===== src/rtl/usart_tx_ctrl.sv =====
// usart_tx_ctrl: transmit sequencer for an external DATA_BITS-wide PISO.
// A byte is accepted through a TX_REQ/TX_ACK handshake and loaded into the
// PISO. PISO shifts are then paced at the baud rate, and TX carries a framed
// character: start bit, LSB-first data, optional parity, then stop bit(s).
//
// Ports:
//   CLK        system clock, rising edge
//   CLR        synchronous active-high reset
//   TX_REQ     byte request, held until TX_ACK
//   TX_DATA    byte to send, sampled on acceptance
//   TX_ACK     one-cycle acceptance pulse (first start-bit cycle)
//   BUSY       high from acceptance through the last stop-bit cycle
//   DONE       one-cycle pulse in the first idle cycle after a frame
//   PISO_D     parallel load data, holds the latched byte
//   PISO_LOAD  PISO parallel-load select
//   PISO_CE    PISO clock enable (load or shift)
//   PISO_SER   PISO serial output, current bit
//   TX         registered serial line, idle high
module usart_tx_ctrl #(
  parameter int CLKS_PER_BIT = 16,
  parameter int DATA_BITS    = 8,
  parameter int STOP_BITS    = 1,
  parameter int PARITY_EN    = 0,
  parameter int PARITY_ODD   = 0
) (
  input  logic                 CLK,
  input  logic                 CLR,
  input  logic                 TX_REQ,
  input  logic [DATA_BITS-1:0] TX_DATA,
  output logic                 TX_ACK,
  output logic                 BUSY,
  output logic                 DONE,
  output logic [DATA_BITS-1:0] PISO_D,
  output logic                 PISO_LOAD,
  output logic                 PISO_CE,
  input  logic                 PISO_SER,
  output logic                 TX
);

  localparam int CW = (CLKS_PER_BIT > 2) ? $clog2(CLKS_PER_BIT) : 1;
  localparam int BW = (DATA_BITS > 2) ? $clog2(DATA_BITS) : 1;
  localparam logic [CW-1:0] CNT_LAST  = CW'(CLKS_PER_BIT - 1);
  localparam logic [BW-1:0] BIT_LAST  = BW'(DATA_BITS - 1);
  localparam logic [BW-1:0] STOP_LAST = BW'(STOP_BITS - 1);
  localparam logic          PAR_ODD   = (PARITY_ODD != 0);

  typedef enum logic [2:0] {
    ST_IDLE,
    ST_START,
    ST_DATA,
    ST_PARITY,
    ST_STOP
  } state_t;

  state_t               state, state_n;
  logic [CW-1:0]        cnt, cnt_n;
  logic [BW-1:0]        bit_idx, bit_n;    // data bit index, reused as stop-bit index
  logic [DATA_BITS-1:0] data_q, data_n;
  logic                 par_q, par_n;      // parity bit, fixed at acceptance
  logic                 tx_q, tx_n;
  logic                 done_q, done_n;
  logic                 boundary;
  logic                 first_cycle;

  assign boundary    = (cnt == CNT_LAST);
  // The only START cycle with cnt=0 is the cycle right after acceptance, so
  // the handshake and PISO load pulses decode directly from state and count.
  assign first_cycle = (state == ST_START) && (cnt == '0);

  assign TX_ACK    = first_cycle;
  assign PISO_LOAD = first_cycle;
  // One shift in the first cycle of every data bit except the last, so
  // PISO_SER already shows the next bit when the boundary samples it.
  assign PISO_CE   = first_cycle ||
                     ((state == ST_DATA) && (cnt == '0) && (bit_idx != BIT_LAST));
  assign BUSY      = (state != ST_IDLE);
  assign DONE      = done_q;
  assign PISO_D    = data_q;
  assign TX        = tx_q;

  // NOTE: every variable gets its hold value before the case statement, so no
  // path leaves a signal unassigned and no latch is inferred.
  always_comb begin
    state_n = state;
    cnt_n   = cnt;
    bit_n   = bit_idx;
    data_n  = data_q;
    par_n   = par_q;
    tx_n    = tx_q;
    done_n  = 1'b0;

    if (state != ST_IDLE) begin
      cnt_n = boundary ? '0 : cnt + 1'b1;
    end

    case (state)
      ST_IDLE: begin
        tx_n = 1'b1;
        if (TX_REQ) begin
          state_n = ST_START;
          cnt_n   = '0;
          tx_n    = 1'b0;
          data_n  = TX_DATA;
          par_n   = (^TX_DATA) ^ PAR_ODD;
        end
      end
      ST_START: begin
        if (boundary) begin
          tx_n    = PISO_SER;
          state_n = ST_DATA;
          bit_n   = '0;
        end
      end
      ST_DATA: begin
        if (boundary) begin
          if (bit_idx == BIT_LAST) begin
            bit_n = '0;
            if (PARITY_EN != 0) begin
              tx_n    = par_q;
              state_n = ST_PARITY;
            end else begin
              tx_n    = 1'b1;
              state_n = ST_STOP;
            end
          end else begin
            tx_n  = PISO_SER;
            bit_n = bit_idx + 1'b1;
          end
        end
      end
      ST_PARITY: begin
        if (boundary) begin
          tx_n    = 1'b1;
          state_n = ST_STOP;
          bit_n   = '0;
        end
      end
      ST_STOP: begin
        if (boundary) begin
          if (bit_idx == STOP_LAST) begin
            state_n = ST_IDLE;
            done_n  = 1'b1;
            bit_n   = '0;
          end else begin
            bit_n = bit_idx + 1'b1;
          end
        end
      end
      default: begin
        state_n = ST_IDLE;
        tx_n    = 1'b1;
      end
    endcase
  end

  // NOTE: sequential state uses non-blocking assignments so every register
  // samples the pre-edge values computed above, independent of block order.
  always_ff @(posedge CLK) begin
    if (CLR) begin
      state   <= ST_IDLE;
      cnt     <= '0;
      bit_idx <= '0;
      data_q  <= '0;
      par_q   <= 1'b0;
      tx_q    <= 1'b1;
      done_q  <= 1'b0;
    end else begin
      state   <= state_n;
      cnt     <= cnt_n;
      bit_idx <= bit_n;
      data_q  <= data_n;
      par_q   <= par_n;
      tx_q    <= tx_n;
      done_q  <= done_n;
    end
  end

endmodule

===== config.mk =====
export PLATFORM = sky130hd
export DESIGN_NAME = usart_tx_ctrl
export DESIGN_NICKNAME = d
export VERILOG_FILES = /design/src/rtl/usart_tx_ctrl.sv
export SDC_FILE = /design/constraint.sdc
export NUM_CORES = 1
export LEC_CHECK = 0
export ABC_AREA = 1
export CAP_MARGIN = 30
export CORE_UTILIZATION = 47
export DETAILED_ROUTE_END_ITERATION = 10
export DONT_BUFFER_PORTS = 1
export PLACE_DENSITY_LB_ADDON = 0.25
export SKIP_CTS_REPAIR_TIMING = 1
export SLEW_MARGIN = 0
export SYNTH_ARGS = -nofsm -noshare
export SYNTH_HDL_FRONTEND = slang
export SYNTH_SLANG_ARGS = --single-unit

===== constraint.sdc =====
create_clock -name CLK -period 1.2 [get_ports CLK]
set_input_delay 0.24 -clock CLK [delete_from_list [all_inputs] [get_ports CLK]]
set_output_delay 0.24 -clock CLK [all_outputs]
set_load 0.02 [all_outputs]

==> results.cfg, run 1 <==
[status]
status = finished with violations
violations = negative setup slack

[placement]
io_buffer_count = 0
place_area_sq_um = 1259
hpwlAfterDp_um = 1832
gp_congestion = 0.9277
placedCellCount = 189
pre_cts_ws_ns = -0.1176

[worst_setup_path]
critPathCaptureType = output port
startpoint_type = flop
r2r_slack_ns = -0.30
worst_ep_required_time_ns = 0.96
critPathKind = reg2out
cp_max_fo = 2
crit_arrival_ns = 1.36

[clock_network]
h-tree-depth = 1
ctsLongestPathBuffers = 2
cts-buffers-inserted = 3
cts_tree = done
clk_pin_slew_ns = 0.13
cts.sinks = 20
insertion_delay_ns = 0.33
clockRootBuffer = clkbuf_4

[finish]
post-route-util_pct = 76.36
drive_above_1_share_pct = 53.55
fin_cells = 211
syn_to_final_growth_pct = 53.68
n_antenna_cell = 0
fillers = 149
nets = 201
stdcell_area_sq_um = 1673

[yosys]
synth_top_area_share_pct = 36.78
synth_edf_count = 0
synthCells = 150
synth_warnings = 0
seq_area_frac_synth_pct = 36.78
ys_seq_elements = 20
yosysMostFrequentCell = nand2_1
synth_nets = 167
synthesis.area_sq_um = 1089
avgSynthCellArea_sq_um = 7.257
synth_largest_area_cell = dfxtp_1
synthTopCellsByCount = nand2_1 (39), dfxtp_1 (20), a21oi_1 (18)
ys.flop_type = dfxtp_1
async_flop_share_pct = 0
synth.area.top_cells = dfxtp_1 (37%), nand2_1 (13%), a21oi_1 (8.3%), ha_1 (5.7%), inv_1 (5.2%)
ys_types = 25

[timing]
report.final.slew_viol_count = 0
period_share_pct = 133.1
tightestPinTransition_ns = 0.6352
postLayoutSetupSlackWorst_ns = -0.3966
rsz0062_at_grt = true
setup_viol = 13
slew_headroom_pct = 57.52
max_freq_mhz = 626.3
setup_tns_ns = -2.979
holdWs_ns = 0.009602
skew_ns = 0.01307
hold_viol = 0
period_minus_slack_ns = 1.597

[routing]
wl_um = 3236
detail_route.iter0.violations = 21
postRouteAntennaNets = 0
via_per_inst = 5.327
vias = 1124
first_pass_iters = 4
remaining_drc_errors = 0
wire_per_inst_um = 15.34

[floorplan]
start_util_pct = 49.69
core-area_sq_um = 2191
die-height_um = 50.13
io_pins = 26
die_w_um = 50.13
die_area_sq_um = 2513
num_rows = 17

[global_routing]
grt_max_degree = 16
overflow = 0
grt_pass1_wl_um = 3712
grt_use_total_pct = 20.03
antenna_found_initial = 0
grt_pass1_vias = 901

[pwr]
powerDensity_nw_per_um2 = 2627
ir_worst_vdd_uv = 1645
p_leak_nw = 0.7448
finalPower_mw = 4.395

[hold_path]
hold_path_class = in2reg

[run]
drv_cap = 0
==> flip-flops by register name, summed over array words and instances, names as in the netlist <==
register,flops
cnt,4
PISO_D,8
TX,1
state,3
DONE,1
bit_idx,3
==> cell type report <==
type                            count  area, sq um  share of cell area [%]
Clock buffer                        3        22.52                   1.346
Clock inverter                      1        30.03                   1.795
Inverter                           21        96.34                   5.759
Multi-Input combinational cell    106        792.0                   47.34
Sequential cell                    20        416.7                   24.91
Tap cell                           28        35.03                   2.094
Timing Repair Buffer               32        280.3                   16.75
==> layer usage <==
metal | GRT usage (%) | share of wire, % | vias to the layer above
met5 | 0 | 0 | -
met2 | 33.78 | 51 | 45
li1 | - | - | 539
met1 | 21.99 | 38 | 525
met4 | 10.95 | 5.5 | 0
met3 | 6.173 | 5.6 | 15
==> placed cells by master, fill, tap and decap left out, types with 2 or more instances in the layout <==
cell type	instances
ha_4	3
nand3_4	3
ha_1	2
nor2_4	5
nand3_1	6
a21oi_1	9
nand2_2	9
a21oi_4	2
nor2_1	7
dfxtp_2	4
buf_6	10
o21ai_1	3
clkbuf_4	3
inv_1	12
a21oi_2	8
inv_4	2
nand2_4	10
inv_2	5
o21ai_2	2
dfxtp_4	3
buf_4	21
dfxtp_1	13
nand2_1	30
==> cell families after synthesis <==
| family | share of synthesized area (%) |
|---|---|
| AOI/OAI and AO/OA | 12.41 |
| xor gates and xnor gates | 0.8047 |
| adders and majority gates | 5.747 |
| buffers and inverters | 10.46 |
| DFF | 36.78 |
| and+or+nand+nor | 33.79 |
==> power breakdown <==
| part | leakage (nW) | switching [mW] | internal, mW |
|---|---|---|---|
| clock | 0.0279 | 0.242 | 0.339 |
| combinational | 0.550 | 1.50 | 1.24 |
| sequential | 0.167 | 0.243 | 0.826 |
==> worst max-delay path, cell delays in order (launching register included) <==
cell	delay (ns)
dfxtp_4	0.37
ha_4	0.16
ha_4	0.15
inv_2	0.06
nand3_4	0.08
a21oi_4	0.20
==> path summary, 6_finish.rpt <==
kind,startpoint,endpoint,depth (start not counted)
hold reg to reg,PISO_D[6],PISO_D[6],2
setup reg to reg,bit_idx[1],bit_idx[2],10
hold / removal,CLR,TX,2
setup / recovery,bit_idx[1],PISO_CE,5
Power figures use the tool's default switching activity.
==> inputs of run 2 (changes only) <==
==> constraint.sdc (replaced) <==
create_clock -name CLK -period 1.2 [get_ports CLK]
set_input_delay 0.3 -clock CLK [delete_from_list [all_inputs] [get_ports CLK]]
set_output_delay 0.3 -clock CLK [all_outputs]
set_load 0.02 [all_outputs]
==> results.cfg, run 2 (synthesis results as in run 1) <==
[routing]
vias = 1134
wl_um = 3441
first_pass_iters = 4
remaining_drc_errors = 0
via_per_inst = 5.400
postRouteAntennaNets = 0
wire_per_inst_um = 16.39
detail_route.iter0.violations = 18

[timing]
setup_viol = 14
report.final.slew_viol_count = 0
max_freq_mhz = 605.3
rsz0062_at_grt = true
period_share_pct = 137.7
postLayoutSetupSlackWorst_ns = -0.4521
slew_headroom_pct = 82.33
tightestPinTransition_ns = 0.2644
skew_ns = 0.005449
hold_viol = 0
period_minus_slack_ns = 1.652

[worst_setup_path]
critPathKind = reg2out
critPathCaptureType = output port
r2r_end = state[1]
crit_path_top_delay_cell = dfxtp_4
startpoint_type = flop
crit_top_cell = ha_4
worst_ep_required_time_ns = 0.90
crit_chain = ha_4 -> ha_4 -> inv_2 -> nand3_4 -> a21oi_4
cp_max_fo = 3
r2r-start = bit_idx[0]
r2r_cells = 10
cpPeakStageDelay_ns = 0.38
r2r_slack_ns = -0.22
crit_arrival_ns = 1.35

[clock_network]
cts.sinks = 20
insertion_delay_ns = 0.31
clockRootBuffer = clkbuf_4
h-tree-depth = 1
cts-buffers-inserted = 3
clk_pin_slew_ns = 0.12
cts_tree = done
ctsLongestPathBuffers = 2

[global_routing]
overflow = 0
grt_pass1_wl_um = 3988
grt_pass1_vias = 983
antenna_found_initial = 0
grt_max_degree = 16
grt_use_total_pct = 21.35

[placement]
pre_cts_ws_ns = -0.1130
hpwlAfterDp_um = 2010
gp_congestion = 0.8359
place_area_sq_um = 1346
io_buffer_count = 0

[run]
drv_cap = 0

[finish]
stdcell_area_sq_um = 1675
final_cell_mix = nand2_1 (31), buf_4 (22), dfxtp_1 (13), a21oi_1 (13), inv_1 (11)
mostFrequentLayoutCell = nand2_1
nets = 200
n_antenna_cell = 0
drive_above_1_share_pct = 54.95
largest_reg_flops = 8
syn_to_final_growth_pct = 53.91

[floorplan]
die-height_um = 50.13
core-area_sq_um = 2191
die_area_sq_um = 2513
die_w_um = 50.13
io_pins = 26
num_rows = 17
start_util_pct = 49.69

[status]
status = finished with violations
violations = negative setup slack

[hold_path]
hold_start = CLR
whs_path_depth = 1
hold_path_class = in2reg
holdPathEnd = cnt[0]

[pwr]
p_leak_nw = 0.7182
ir_worst_vdd_uv = 1481
powerDensity_nw_per_um2 = 2606
## run 2: cell count changes in the layout (fill, tap and decap cells not counted), sizes merged
cell | previous run | this run
buf | 31 | 32
dlygate4sd3 | 1 | 0
nand2 | 49 | 48
## run 2: layer usage
metal	up-vias	routed length (um)	global-route usage [%]
li1	536	-	-
met3	12	186	4.321
met1	537	1399	24.72
met2	49	1740	37.56
met5	-	0	0
met4	0	115	8.571
## run 2: worst max path at each step
stage                     startpoint  endpoint  slack, ns
after global routing      bit_idx[1]   PISO_CE      -0.49
after CTS                 bit_idx[1]   PISO_CE      -0.47
after floorplan           bit_idx[1]   PISO_CE      -0.09
after detailed placement  bit_idx[1]   PISO_CE      -0.11
final                     bit_idx[1]   PISO_CE      -0.45
after global placement    bit_idx[1]   PISO_CE      -0.11
## run 2: power by group
part	switching [mW]	total, mW	internal, mW
sequential	0.272	1.10	0.826
clock	0.228	0.566	0.338
combinational	1.51	2.70	1.20
total	2.01	4.37	2.36
## run 2: per-stage QoR
stage / hold slack [ns] / util, % / cells / total power [mW] / TNS [ns]
floorplan: 0.3691 / - / 150 / 2.304 / -0.1596
global placement: 0.3636 / 61.45 / 199 / 2.907 / -0.4015
detailed placement: 0.3683 / 61.45 / 199 / 2.978 / -0.7876
CTS: 0.02822 / 63.85 / 203 / 3.541 / -2.536
global route: 0.004657 / 76.47 / 210 / 4.555 / -3.693
finish: 0.02153 / 76.47 / 210 / 4.365 / -2.734
## run 2: cell type report
cell class / count / area (sq um)
fill: 140 / 515.5
sequential: 20 / 416.7
tap: 28 / 35.03
clock inverter: 1 / 30.03
timing repair buffer: 32 / 277.8
clock buffer: 3 / 22.52
multi-input combinational: 105 / 800.8
inverter: 21 / 92.59
## run 2: worst max-delay path, delay by kind of cell (launching register included)
| kind | cells | cell delay (ns) |
|---|---|---|
| DFF | 1 | 0.38 |
| adders and majority gates | 2 | 0.31 |
| AOI/OAI and AO/OA | 1 | 0.20 |
| and+or+nand+nor | 1 | 0.09 |
| buffers and inverters | 1 | 0.06 |
==> inputs of run 3 (changes only) <==
CTS_CLUSTER_DIAMETER = 150   (was not set)
clock period = 1.4 ns   (was 1.2 ns; I/O delays follow)
==> results.cfg, run 3 (synthesis results as in run 1) <==
[clock_network]
cts_tree = done
cts.sinks = 20
h-tree-depth = 1
ctsLongestPathBuffers = 2
insertion_delay_ns = 0.31
clk_pin_slew_ns = 0.11
cts-buffers-inserted = 3
clockRootBuffer = clkbuf_4

[worst_setup_path]
cpPeakStageDelay_ns = 0.35
crit_top_cell = ha_4
crit_path_top_delay_cell = dfxtp_2
crit_chain = ha_4 -> ha_4 -> inv_2 -> nand3_4 -> a21oi_4
crit_arrival_ns = 1.32
r2r_slack_ns = -0.16
critPathCaptureType = output port
critPathKind = reg2out
startpoint = bit_idx[0]
worst_ep_required_time_ns = 1.05
r2r_end = state[2]
cp_max_fo = 2
r2r_cells = 13
startpoint_type = flop
crit_path_end = PISO_CE
r2r-start = state[0]

[routing]
via_per_inst = 5.456
first_pass_iters = 4
detail_route.iter0.violations = 29
wire_per_inst_um = 14.91
vias = 1053
remaining_drc_errors = 0
wl_um = 2877
postRouteAntennaNets = 0

[placement]
io_buffer_count = 0
gp_congestion = 0.8763
placedCellCount = 180
hpwlAfterDp_um = 1629

[status]
status = finished with violations
violations = negative setup slack

[timing]
setup_viol = 12
hold_viol = 0
rsz0062_at_grt = true
max_freq_mhz = 599.1
report.final.slew_viol_count = 0
postLayoutSetupSlackWorst_ns = -0.2692
period_minus_slack_ns = 1.669
tightestPinTransition_ns = 0.2908
period_share_pct = 119.2
slew_headroom_pct = 80.55
skew_ns = 0.001989

[pwr]
p_leak_nw = 0.6218
ir_worst_vdd_uv = 1201
p_comb_share_pct = 60.0
p_int_mw = 1.667
powerDensity_nw_per_um2 = 2181
p_sw_share_pct = 48.99
seq_power_share_pct = 29.4
pwr-share-clk_pct = 10.6
p_sw_mw = 1.601
finalPower_mw = 3.269

[global_routing]
grt_pass1_vias = 826
overflow = 0
grt_max_degree = 16
grt_use_total_pct = 18.55
grt_pass1_wl_um = 3436
antenna_found_initial = 0

[floorplan]
die_area_sq_um = 2513
io_pins = 26
die-height_um = 50.13
num_rows = 17
die_w_um = 50.13
core-area_sq_um = 2191
start_util_pct = 49.69

[finish]
nets = 183
final_cell_mix = nand2_1 (32), a21oi_1 (16), inv_1 (14)
n_antenna_cell = 0
drive_above_1_share_pct = 45.45
fillers = 170
syn_to_final_growth_pct = 37.70
mostFrequentLayoutCell = nand2_1
fin_cells = 193
largest_reg_flops = 8

[hold_path]
hold_path_class = in2reg

[run]
drv_cap = 0
[run 3: how the worst min path moves through the flow]
| stage | start | end | slack (ns) | depth (start not counted) |
|---|---|---|---|---|
| floorplan | CLR | PISO_D[5] | 0.42 | 1 |
| global placement | CLR | PISO_D[6] | 0.42 | 1 |
| detailed placement | CLR | PISO_D[0] | 0.42 | 1 |
| CTS | CLR | PISO_D[6] | 0.08 | 1 |
| global route | CLR | bit_idx[1] | 0.06 | 1 |
| finish | CLR | cnt[0] | 0.09 | 1 |
[run 3: layer usage]
| layer | share of wire [%] | global-route usage, % | up-vias |
|---|---|---|---|
| li1 | - | - | 503 |
| met1 | 40 | 22.74 | 492 |
| met2 | 51 | 28.44 | 45 |
| met3 | 5.3 | 5.247 | 13 |
| met4 | 4.0 | 10.95 | 0 |
| met5 | 0 | 0 | - |
[run 3: power by group through the flow]
stage          logic, mW  registers [mW]  clock network, mW
3_5_place_dp        1.25           0.897                  0
3_3_place_gp        1.23           0.894                  0
5_1_grt             2.12           0.973              0.382
6_report            1.96           0.962              0.346
4_1_cts             1.26           0.884              0.353
2_1_floorplan       1.11           0.838                  0
[run 3: worst max-delay path, delay by kind of cell, from the launching register on]
kind	cells	cell delay, ns
compound gates	1	0.20
fa+ha+maj	2	0.31
flops	1	0.35
buf+inv	1	0.06
simple gates	1	0.08
[run 3: through the flow]
step / hold slack (ns) / setup WS [ns] / instance area [sq um] / TNS (ns) / util, %
after floorplan: 0.4191 / 0.02221 / 1115 / 0 / -
after global placement: 0.4221 / -0.0002069 / 1161 / -0.0002069 / 53.00
after detailed placement: 0.4237 / -0.01959 / 1161 / -0.04008 / 53.00
after CTS: 0.08231 / -0.3797 / 1197 / -1.369 / 54.65
after global routing: 0.05728 / -0.3257 / 1499 / -2.605 / 68.42
final: 0.08578 / -0.2692 / 1499 / -1.777 / 68.42
[run 3: area by class of cell]
cell class              count  area (sq um)  area share, %
inverters                  21         82.58          5.509
flip-flops and latches     20         411.6          27.46
clock buffers               4         36.28          2.421
repair buffers             15         138.9          9.265
multi-input cells         105         794.5          53.00
well taps                  28         35.03          2.337
